===== config.mk =====
export PLATFORM = sky130hd
export DESIGN_NAME = flag_stack
export DESIGN_NICKNAME = d
export VERILOG_FILES = /design/src/rtl/flag_stack_pkg.sv /design/src/rtl/flag_stack_ram.sv /design/src/rtl/flag_stack.sv
export SDC_FILE = /design/constraint.sdc
export NUM_CORES = 1
export LEC_CHECK = 0
export ABC_AREA = 0
export ABC_CLOCK_PERIOD_IN_PS = 4500
export CAP_MARGIN = 30
export CELL_PAD_IN_SITES_DETAIL_PLACEMENT = 0
export CELL_PAD_IN_SITES_GLOBAL_PLACEMENT = 1
export CORE_ASPECT_RATIO = 0.8
export CORE_MARGIN = 10
export CORE_UTILIZATION = 30
export DETAILED_ROUTE_END_ITERATION = 10
export PLACE_DENSITY_LB_ADDON = 0.1
export SETUP_SLACK_MARGIN = 0.4
export SYNTH_ARGS = -nofsm -noshare
export SYNTH_HDL_FRONTEND = slang
export SYNTH_HIERARCHICAL = 1
export SYNTH_SLANG_ARGS = --single-unit

===== constraint.sdc =====
create_clock -name clk4 -period 4.5 [get_ports clk4]
set_input_delay 0.45 -clock clk4 [delete_from_list [all_inputs] [get_ports clk4]]
set_output_delay 0.45 -clock clk4 [all_outputs]
set_load 0.01 [all_outputs]

===== src/rtl/flag_stack_pkg.sv =====
// ---------------------------------------------------------------------------
// cft_flag_pkg
// Shared definitions for the flag stack: flag bit positions on IBUS, FSM
// state encoding, default geometry, and a helper that places a flag word
// onto its IBUS bit positions.
// ---------------------------------------------------------------------------
package cft_flag_pkg;

    localparam int unsigned DEPTH_DEF = 8;
    localparam int unsigned PTR_W_DEF = 3;
    localparam int unsigned FLAG_W    = 5;

    localparam int unsigned FLAG_N = 15;
    localparam int unsigned FLAG_Z = 14;
    localparam int unsigned FLAG_V = 13;
    localparam int unsigned FLAG_L = 12;
    localparam int unsigned FLAG_I = 11;

    typedef enum logic {
        ST_IDLE  = 1'b0,
        ST_DRIVE = 1'b1
    } fs_state_e;

    // Flag word is {N,Z,V,L,I}; all other bus bits stay zero.
    function automatic logic [15:0] flags_to_bus(input logic [FLAG_W-1:0] f);
        logic [15:0] b;
        b         = '0;
        b[FLAG_N] = f[4];
        b[FLAG_Z] = f[3];
        b[FLAG_V] = f[2];
        b[FLAG_L] = f[1];
        b[FLAG_I] = f[0];
        return b;
    endfunction

endpackage


===== src/rtl/flag_stack_ram.sv =====
// ---------------------------------------------------------------------------
// flag_stack_ram
// DEPTH x FW register file holding saved flag words. Synchronous write,
// asynchronous read. Contents are not reset.
//   clk_i    : clock
//   we_i     : write enable
//   waddr_i  : write address (stack pointer)
//   wdata_i  : flag word to store
//   raddr_i  : read address (stack pointer - 1)
//   rdata_o  : flag word at raddr_i
// ---------------------------------------------------------------------------
module flag_stack_ram
    import cft_flag_pkg::*;
#(
    parameter int unsigned DEPTH = DEPTH_DEF,
    parameter int unsigned PTR_W = PTR_W_DEF,
    parameter int unsigned FW    = FLAG_W
) (
    input  logic             clk_i,
    input  logic             we_i,
    input  logic [PTR_W-1:0] waddr_i,
    input  logic [FW-1:0]    wdata_i,
    input  logic [PTR_W-1:0] raddr_i,
    output logic [FW-1:0]    rdata_o
);

    logic [FW-1:0] mem_q [DEPTH];

    always_ff @(posedge clk_i) begin
        if (we_i) begin
            mem_q[waddr_i] <= wdata_i;
        end
    end

    assign rdata_o = mem_q[raddr_i];

endmodule


===== src/rtl/flag_stack.sv =====
// ---------------------------------------------------------------------------
// flag_stack
// Saves the live flag word {N,Z,V,L,I} on push; on pop plays it back onto
// IBUS[15:11] for one cycle with nflagwe/nibus_oe low so the flag registers
// reload from the bus on the following clk4 rise.
//   clk4             : system clock, rising edge
//   reset            : synchronous active-high reset
//   fn,fz,fv,fl,fi   : live flags, sampled on push
//   npush, npop      : active-low push / pop requests
//   ibus_out         : bus data, flags in [15:11], zero elsewhere
//   nibus_oe         : active-low bus output enable
//   nflagwe          : active-low flag-load strobe
//   depth            : occupancy 0..DEPTH
//   empty, full      : occupancy status
//   err              : sticky overflow / underflow / collision flag
// ---------------------------------------------------------------------------
module flag_stack
    import cft_flag_pkg::*;
#(
    parameter int unsigned DEPTH = DEPTH_DEF,
    parameter int unsigned PTR_W = PTR_W_DEF,
    parameter int unsigned FW    = FLAG_W
) (
    input  logic             clk4,
    input  logic             reset,
    input  logic             fn,
    input  logic             fz,
    input  logic             fv,
    input  logic             fl,
    input  logic             fi,
    input  logic             npush,
    input  logic             npop,
    output logic [15:0]      ibus_out,
    output logic             nibus_oe,
    output logic             nflagwe,
    output logic [PTR_W:0]   depth,
    output logic             empty,
    output logic             full,
    output logic             err
);

    localparam logic [PTR_W:0] SP_ONE  = 1;
    localparam logic [PTR_W:0] SP_FULL = (PTR_W+1)'(DEPTH);

    fs_state_e      state_q, state_d;
    logic [PTR_W:0] sp_q, sp_d;
    logic           err_q, err_d;
    logic           full_q, full_d;
    logic           empty_q, empty_d;
    logic [15:0]    ibus_q, ibus_d;
    logic           noe_q, noe_d;
    logic           nwe_q, nwe_d;

    logic           push_req, pop_req;
    logic           is_full, is_empty;
    logic           ram_we;
    logic [FW-1:0]  ram_rdata;
    logic [PTR_W-1:0] ram_raddr;
    logic [PTR_W-1:0] ram_waddr;

    assign push_req  = ~npush;
    assign pop_req   = ~npop;
    assign is_full   = (sp_q == SP_FULL);
    assign is_empty  = (sp_q == '0);
    assign ram_waddr = sp_q[PTR_W-1:0];
    assign ram_raddr = PTR_W'(sp_q - SP_ONE);

    flag_stack_ram #(
        .DEPTH (DEPTH),
        .PTR_W (PTR_W),
        .FW    (FW)
    ) u_ram (
        .clk_i   (clk4),
        .we_i    (ram_we),
        .waddr_i (ram_waddr),
        .wdata_i ({fn, fz, fv, fl, fi}),
        .raddr_i (ram_raddr),
        .rdata_o (ram_rdata)
    );

    always_comb begin
        state_d = state_q;
        sp_d    = sp_q;
        err_d   = err_q;
        ibus_d  = '0;
        noe_d   = 1'b1;
        nwe_d   = 1'b1;
        ram_we  = 1'b0;

        case (state_q)
            ST_IDLE: begin
                if (push_req && pop_req) begin
                    // Collision while idle: neither operation happens.
                    err_d = 1'b1;
                end else if (push_req) begin
                    if (is_full) begin
                        err_d = 1'b1;
                    end else begin
                        ram_we = 1'b1;
                        sp_d   = sp_q + SP_ONE;
                    end
                end else if (pop_req) begin
                    if (is_empty) begin
                        err_d = 1'b1;
                    end else begin
                        sp_d    = sp_q - SP_ONE;
                        ibus_d  = flags_to_bus(ram_rdata);
                        noe_d   = 1'b0;
                        nwe_d   = 1'b0;
                        state_d = ST_DRIVE;
                    end
                end
            end
            ST_DRIVE: begin
                // Single drive cycle; pops are ignored here, pushes still land.
                state_d = ST_IDLE;
                if (push_req) begin
                    if (is_full) begin
                        err_d = 1'b1;
                    end else begin
                        ram_we = 1'b1;
                        sp_d   = sp_q + SP_ONE;
                    end
                end
            end
            default: state_d = ST_IDLE;
        endcase

        full_d  = (sp_d == SP_FULL);
        empty_d = (sp_d == '0);
    end

    always_ff @(posedge clk4) begin
        if (reset) begin
            state_q <= ST_IDLE;
            sp_q    <= '0;
            err_q   <= 1'b0;
            full_q  <= 1'b0;
            empty_q <= 1'b1;
            ibus_q  <= '0;
            noe_q   <= 1'b1;
            nwe_q   <= 1'b1;
        end else begin
            state_q <= state_d;
            sp_q    <= sp_d;
            err_q   <= err_d;
            full_q  <= full_d;
            empty_q <= empty_d;
            ibus_q  <= ibus_d;
            noe_q   <= noe_d;
            nwe_q   <= nwe_d;
        end
    end

    assign ibus_out = ibus_q;
    assign nibus_oe = noe_q;
    assign nflagwe  = nwe_q;
    assign depth    = sp_q;
    assign empty    = empty_q;
    assign full     = full_q;
    assign err      = err_q;

endmodule


* Word level (Yosys, flattened, before mapping)
Memories as Yosys holds them, arrays and structs flattened. A register that Yosys moved wholly into a read port is not among the register bits.
Index checks and enable logic that the tools add are counted.
** Operators by class
- $add $sub $neg :: 2
- Multipliers :: 0
- Div/mod/pow operators :: 0
- Order comparisons :: 0
- Equal/unequal tests :: 5
- Shift operators :: 0
- Multiplexer cells :: 26
- Bitwise logic cells :: 3
- Reductions and logical operators :: 6
** Operator list (count)
- 4-bit two-way mux :: 6
- 1-bit two-way mux :: 16
- 4-bit equality test (second input constant) :: 2
- 4-bit zero test :: 2
- 4-bit inequality test (second input constant) :: 2
- 4-bit one-hot mux with 2 select lines :: 1
- 1-bit one-hot mux with 2 select lines :: 3
- 6-bit OR reduction :: 1
- 5-bit OR reduction :: 1
- 4-bit by 1-bit adder with 4-bit output (second input constant) :: 1
- 4-bit by 1-bit subtractor with 4-bit output (second input constant) :: 1
- 1-bit NOT :: 3
- 3-bit AND reduction :: 1
- 2-bit inequality test (second input constant) :: 1
- 1-bit logical AND :: 1
** Storage, ports and cells
- Register bits :: 20
- Bits in latches :: 0
- Memory bits (writable) :: 40
- ROM bits :: 0
- Input bits :: 9
- Output and inout bits :: 25
- Logic and storage cells :: 50
- Memories kept :: 1
** Memory list
- u_ram.mem_q :: depth 8, width 5, read ports 1, clocked after Yosys merged registers in 1, write ports 1, line flag_stack_ram.sv:27 : logic [FW-1:0] mem_q [DEPTH];

* Longest topological paths before layout
- Depth after elaboration :: 7
- Mapped depth :: 9
- Mapped depth without buffers :: 6

* By module
Netlist, hierarchy kept.
** Modules (own cells, without submodules)
- flag_stack_ram :: times used 1, cells each 70, area an instance 1594.0 µm², seq. area each 1201.2 µm²
- flag_stack :: times used 1, cells each 100, area an instance 928.4 µm², seq. area each 280.3 µm²

* Least setup slack after synthesis
No wires, ideal clock.
- Kind :: register to register
- Start point :: register sp_q[0], in the netlist depth[0]
- End point :: memory u_ram/mem_q[0][0] in the netlist's numbering, enable pin
- Setup time :: 374 ps
- Arrival :: 1992 ps
- Required time :: 4126 ps
- Path slack :: 2134 ps
- Cell stages (with the launch flop) :: 9
- Path buffers :: 2
- Period minus slack after synthesis :: 2366 ps
- Path through :: dfxtp_1 -> buf_2 -> inv_1 -> ha_1 -> buf_2 -> nor2b_1 -> a21oi_1 -> nand2b_1 -> nor3_1
** On the way
- Longest elaborated chain between the ends :: 7
** RTL lines
- start, declared :: line flag_stack.sv:46 : logic [PTR_W:0] sp_q, sp_d;
- start signal, assigned :: line flag_stack.sv:145 : sp_q <= sp_d;
- 4-bit equality test (*) :: line flag_stack.sv:63 : assign is_full = (sp_q == SP_FULL);
- 1-bit two-way mux (*) :: line flag_stack.sv:96, flag_stack.sv:118
- 1-bit two-way mux (*) :: line flag_stack.sv:95, flag_stack.sv:117
- 1-bit two-way mux :: line flag_stack.sv:92 : if (push_req && pop_req) begin
- 1-bit one-hot mux with 2 select lines (*) :: line flag_stack.sv:90 : case (state_q)
- via ram_we :: line flag_stack.sv:56 : logic ram_we;
- 1-bit two-way mux (*) :: line flag_stack_ram.sv:30 : if (we_i) begin
- 1-bit two-way mux (not written as such) (*) :: line flag_stack_ram.sv:31 : mem_q[waddr_i] <= wdata_i;
- end, declared :: line flag_stack_ram.sv:27
Mark *: on every way through the listed nets, which the timed path passes. The rest lies on a longest branch.

* Worst setup path in the final report
- Start point :: register sp_q[0], in the netlist depth[0]
- End point :: register ibus_q[14], in the netlist ibus_out[14] (read register of u_ram.mem_q)
** On the way
- Elaborated cells between the ends (all ways) :: 3
** RTL lines
- 4-bit by 1-bit subtractor with 4-bit output
- via ram_raddr[0] :: line flag_stack.sv:58 : logic [PTR_W-1:0] ram_raddr;
- end, declared :: line flag_stack.sv:50 : logic [15:0] ibus_q, ibus_d;
The timed path passes the listed nets, and every way through them passes these cells.
A chain may end at the register's enable or synchronous reset.

==> run_results.csv <==
group,metric,value,unit
cells_and_area,n_fill_cell,785,
drt,ant_nets,0,
floorplan,fp.coreArea,8060,um^2
global_routing,grt_max_degree,19,
floorplan,die_height,102,um
cells_and_area,design.final.nets,199,
clock_tree,cts-resized-gates,0,
drt,wl_per_cell,18.0,um
synthesis,count_of_cell_types_in_the_netlist,48,
sta,final.setup.tns,0,ns
synthesis,yosys-top-cells-area,"sky130_fd_sc_hd__edfxtp_1 48%, sky130_fd_sc_hd__dfxtp_1 11%, sky130_fd_sc_hd__mux4_1 10%",
placed_design,post-place-ws,1.33,ns
sta,postLayoutSetupSlackWorst,1.33,ns
clock_tree,holdBufCountCts,0,
sta,fmax,0.315,GHz
power,cellPowerDensity,442,nW/um^2
placed_design,gp_routability_congestion,0.731,
sta,report.final.hold_viol_count,0,
synthesis,yosysWarningCount,6,
synthesis,register_area_share_after_synthesis,58.7,%
floorplan,num_io_pins,34,
synthesis,yosysTopAreaCellShare,47.6,%
cells_and_area,multi_input_comb_area,901,um^2
power,ir_drop,0.000150,V
worst_hold_path,holdCritPathClass,"reg -> reg",
cells_and_area,seq_area,1480,um^2
drt,detailedRoute.firstIterationViolations,111,
synthesis,synthArstFlopShare,0,%
drt,detail_route.vias_per_cell,4.78,
cells_and_area,drive_gt1_share,14.3,%
sta,worstMarginPinSlew,0.853,ns
clock_tree,cts_max_path_buffers,2,
setup_path,cp-endpoint,"ibus_out[14]$_SDFF_PP0_",
clock_tree,clock_insertion_delay_worst_skew,0.30,ns
global_routing,globalRouteOverflowTotal,0,
drt,detail_route.drc_violations,0,
global_routing,first_global_vias,1370,
sta,setup_viol,0,
floorplan,die_width,123,um
synthesis,avgSynthCellArea,14.8,um^2
sta,final_critical_path_share_of_the_clock_period,70.5,%
floorplan,floorplan.initialDensity,31.3,%
setup_path,arrival,3.36,ns
setup_path,critical_path.max_fanout,15,
setup_path,r2r_end,"ibus_out[14]$_SDFF_PP0_",
setup_path,worstSetupStartpoint,"depth[0]$_SDFF_PP0_",
clock_tree,root_buffer,"sky130_fd_sc_hd__clkbuf_8",
sta,finClkSkew,0.00978,ns
cells_and_area,flow.area_growth_from_synthesis,14.0,%
synthesis,synth.ff_latch_count,54,
drt,drt_wl_total,5340,um
synthesis,netlist_area,2520,um^2
setup_path,timing.reg2reg.worst_path_depth,6,
synthesis,netlist.top_cell.by_area,"sky130_fd_sc_hd__edfxtp_1",
sta,timing_max_transition_violations_final,0,
synthesis,yosys.cell_count.top_type,"sky130_fd_sc_hd__edfxtp_1",
floorplan,num_rows,29,
setup_path,startpoint_type,"flop",
clock_tree,cts_inserted_buffers,5,
clock_tree,clk_pin_slew,0.10,ns
cells_and_area,diodes,0,
sta,timing.max_slew.rel_slack,42.9,%
sta,rsz0062_at_grt,"false",
setup_path,critical_path.reg2reg.startpoint,"depth[0]$_SDFF_PP0_",
power,total_leakage_power,0.00100,uW
global_routing,grtUsageTotal,8.66,%
setup_path,endpoint_kind,"flop",
global_routing,grt_pass1_wl,8360,um
placed_design,placement.io_buffers,22,
clock_tree,clock_tree.htree_level_count,2,
clock_tree,post_cts.repair.setup_buffers,0,
drt,firstDrtPassIters,4,
synthesis,synth_edf_count,40,
floorplan,die-area,12500,um^2
synthesis,synth_ff_type,"sky130_fd_sc_hd__edfxtp_1",
global_routing,initial_antenna_violation_count,0,
placed_design,place.detailed.hpwl,3970,um
clock_tree,tritoncts,"built",
setup_path,rrSetupSlack,1.33,ns
sta,min_period,3.17,ns
synthesis,ys_top_cells_by_count,"40 x sky130_fd_sc_hd__edfxtp_1, 14 x sky130_fd_sc_hd__dfxtp_1, 13 x sky130_fd_sc_hd__buf_4",
drt,route.vias.total,1419,
flow_run,timing.max_cap.violations,0,
clock_tree,tritoncts_num_sinks,54,
setup_path,critPathRequiredTime,4.69,ns
synthesis,postSynthCellCount,170,
setup_path,critPathKind,"reg -> reg",
run_status,run_status,"complete, no violations",
## power breakdown
part,total [uW],internal (uW),switching (uW)
clock,328,169,160
sequential,604,566,37.7
combinational,339,172,167
total,1270,907,364
## layout by cell type (no fill, tap or decap), types with 2 or more instances in the layout
cell | netlist | routed
sky130_fd_sc_hd__nor2b_1 | 2 | 2
sky130_fd_sc_hd__nand2_1 | 3 | 3
sky130_fd_sc_hd__nor4b_2 | 2 | 2
sky130_fd_sc_hd__nor3b_1 | 2 | 2
sky130_fd_sc_hd__o21ai_0 | 2 | 2
sky130_fd_sc_hd__nor2_1 | 10 | 10
sky130_fd_sc_hd__clkdlybuf4s50_1 | 0 | 22
sky130_fd_sc_hd__conb_1 | 1 | 11
sky130_fd_sc_hd__a21oi_1 | 3 | 3
sky130_fd_sc_hd__mux2_2 | 5 | 5
sky130_fd_sc_hd__dfxtp_1 | 14 | 14
sky130_fd_sc_hd__mux4_1 | 10 | 10
sky130_fd_sc_hd__nor3_1 | 4 | 4
sky130_fd_sc_hd__ha_1 | 2 | 2
sky130_fd_sc_hd__and3_1 | 6 | 6
sky130_fd_sc_hd__inv_1 | 6 | 6
sky130_fd_sc_hd__a211oi_1 | 2 | 2
sky130_fd_sc_hd__edfxtp_1 | 40 | 40
sky130_fd_sc_hd__clkbuf_8 | 0 | 5
sky130_fd_sc_hd__nor3b_2 | 2 | 2
sky130_fd_sc_hd__nand2b_1 | 6 | 6
sky130_fd_sc_hd__nand3b_1 | 2 | 2
sky130_fd_sc_hd__and2_1 | 2 | 2
## per-layer routing
metal  vias to the layer above  part of all wire, %  GRT usage [%]
li1                        663                    -              -
met1                       707                   51           13.1
met2                        47                   40           11.7
met3                         2                  7.9           2.81
met4                         0                 0.34           1.63
met5                         -                    0              0
## flip-flops by register name, summed over array words and instances, names as in the netlist
register / cells
u_ram/mem_q: 40
ibus_out: 5
depth: 4
empty: 1
err: 1
full: 1
nflagwe: 1
state_q: 1
## area by class of cell
| type | instances | share of cell area [%] |
|---|---|---|
| Clock buffer | 5 | 2.39 |
| Clock inverter | 3 | 1.65 |
| Inverter | 6 | 0.783 |
| Multi-Input combinational cell | 99 | 31.3 |
| Sequential cell | 54 | 51.5 |
| Tap cell | 108 | 4.70 |
| Timing Repair Buffer | 22 | 7.66 |
## worst max-delay path, stage by stage, from the launching register on
cell,delay (ns)
sky130_fd_sc_hd__dfxtp_1,0.64
sky130_fd_sc_hd__inv_1,0.41
sky130_fd_sc_hd__ha_1,0.43
sky130_fd_sc_hd__xor2_1,0.71
sky130_fd_sc_hd__mux4_1,0.41
sky130_fd_sc_hd__mux2_2,0.27
sky130_fd_sc_hd__and3_1,0.18
## worst min path at each step
stage	endpoint	start	slack (ns)	depth (start not counted)
after detailed placement	err$_SDFFE_PP0P_	err$_SDFFE_PP0P_	0.51	2
after floorplan	err$_SDFFE_PP0P_	reset	0.52	1
final	err$_SDFFE_PP0P_	err$_SDFFE_PP0P_	0.54	2
after global routing	err$_SDFFE_PP0P_	err$_SDFFE_PP0P_	0.60	2
after global placement	err$_SDFFE_PP0P_	err$_SDFFE_PP0P_	0.51	2
after CTS	err$_SDFFE_PP0P_	err$_SDFFE_PP0P_	0.54	2
## kinds of logic (layout without fill, tap and decap cells)
group,after synthesis,count (layout),synth area share [%]
AND/OR/NAND/NOR,48,48,12.5
XOR/XNOR,2,2,0.695
adder cells (fa/ha/maj),2,2,0.992
multiplexers,17,17,13.6
buffers and inverters,27,36,7.04
flip-flops,54,54,58.7
other,1,11,0.149
AO/OA/AOI/OAI,19,19,6.20
## stage by stage
step                hold slack (ns)  area [um^2]  total power [uW]  std cells  utilization (%)
finish                        0.543         2880              1270        297             35.7
global route                  0.596         2880              1350        297             35.7
CTS                           0.539         2880              1280        297             35.7
detailed placement            0.514         2760               954        289             34.3
global placement              0.513         2760               953        289             34.3
floorplan                     0.519         2560               861        180                -
Power figures use the tool's default switching activity.
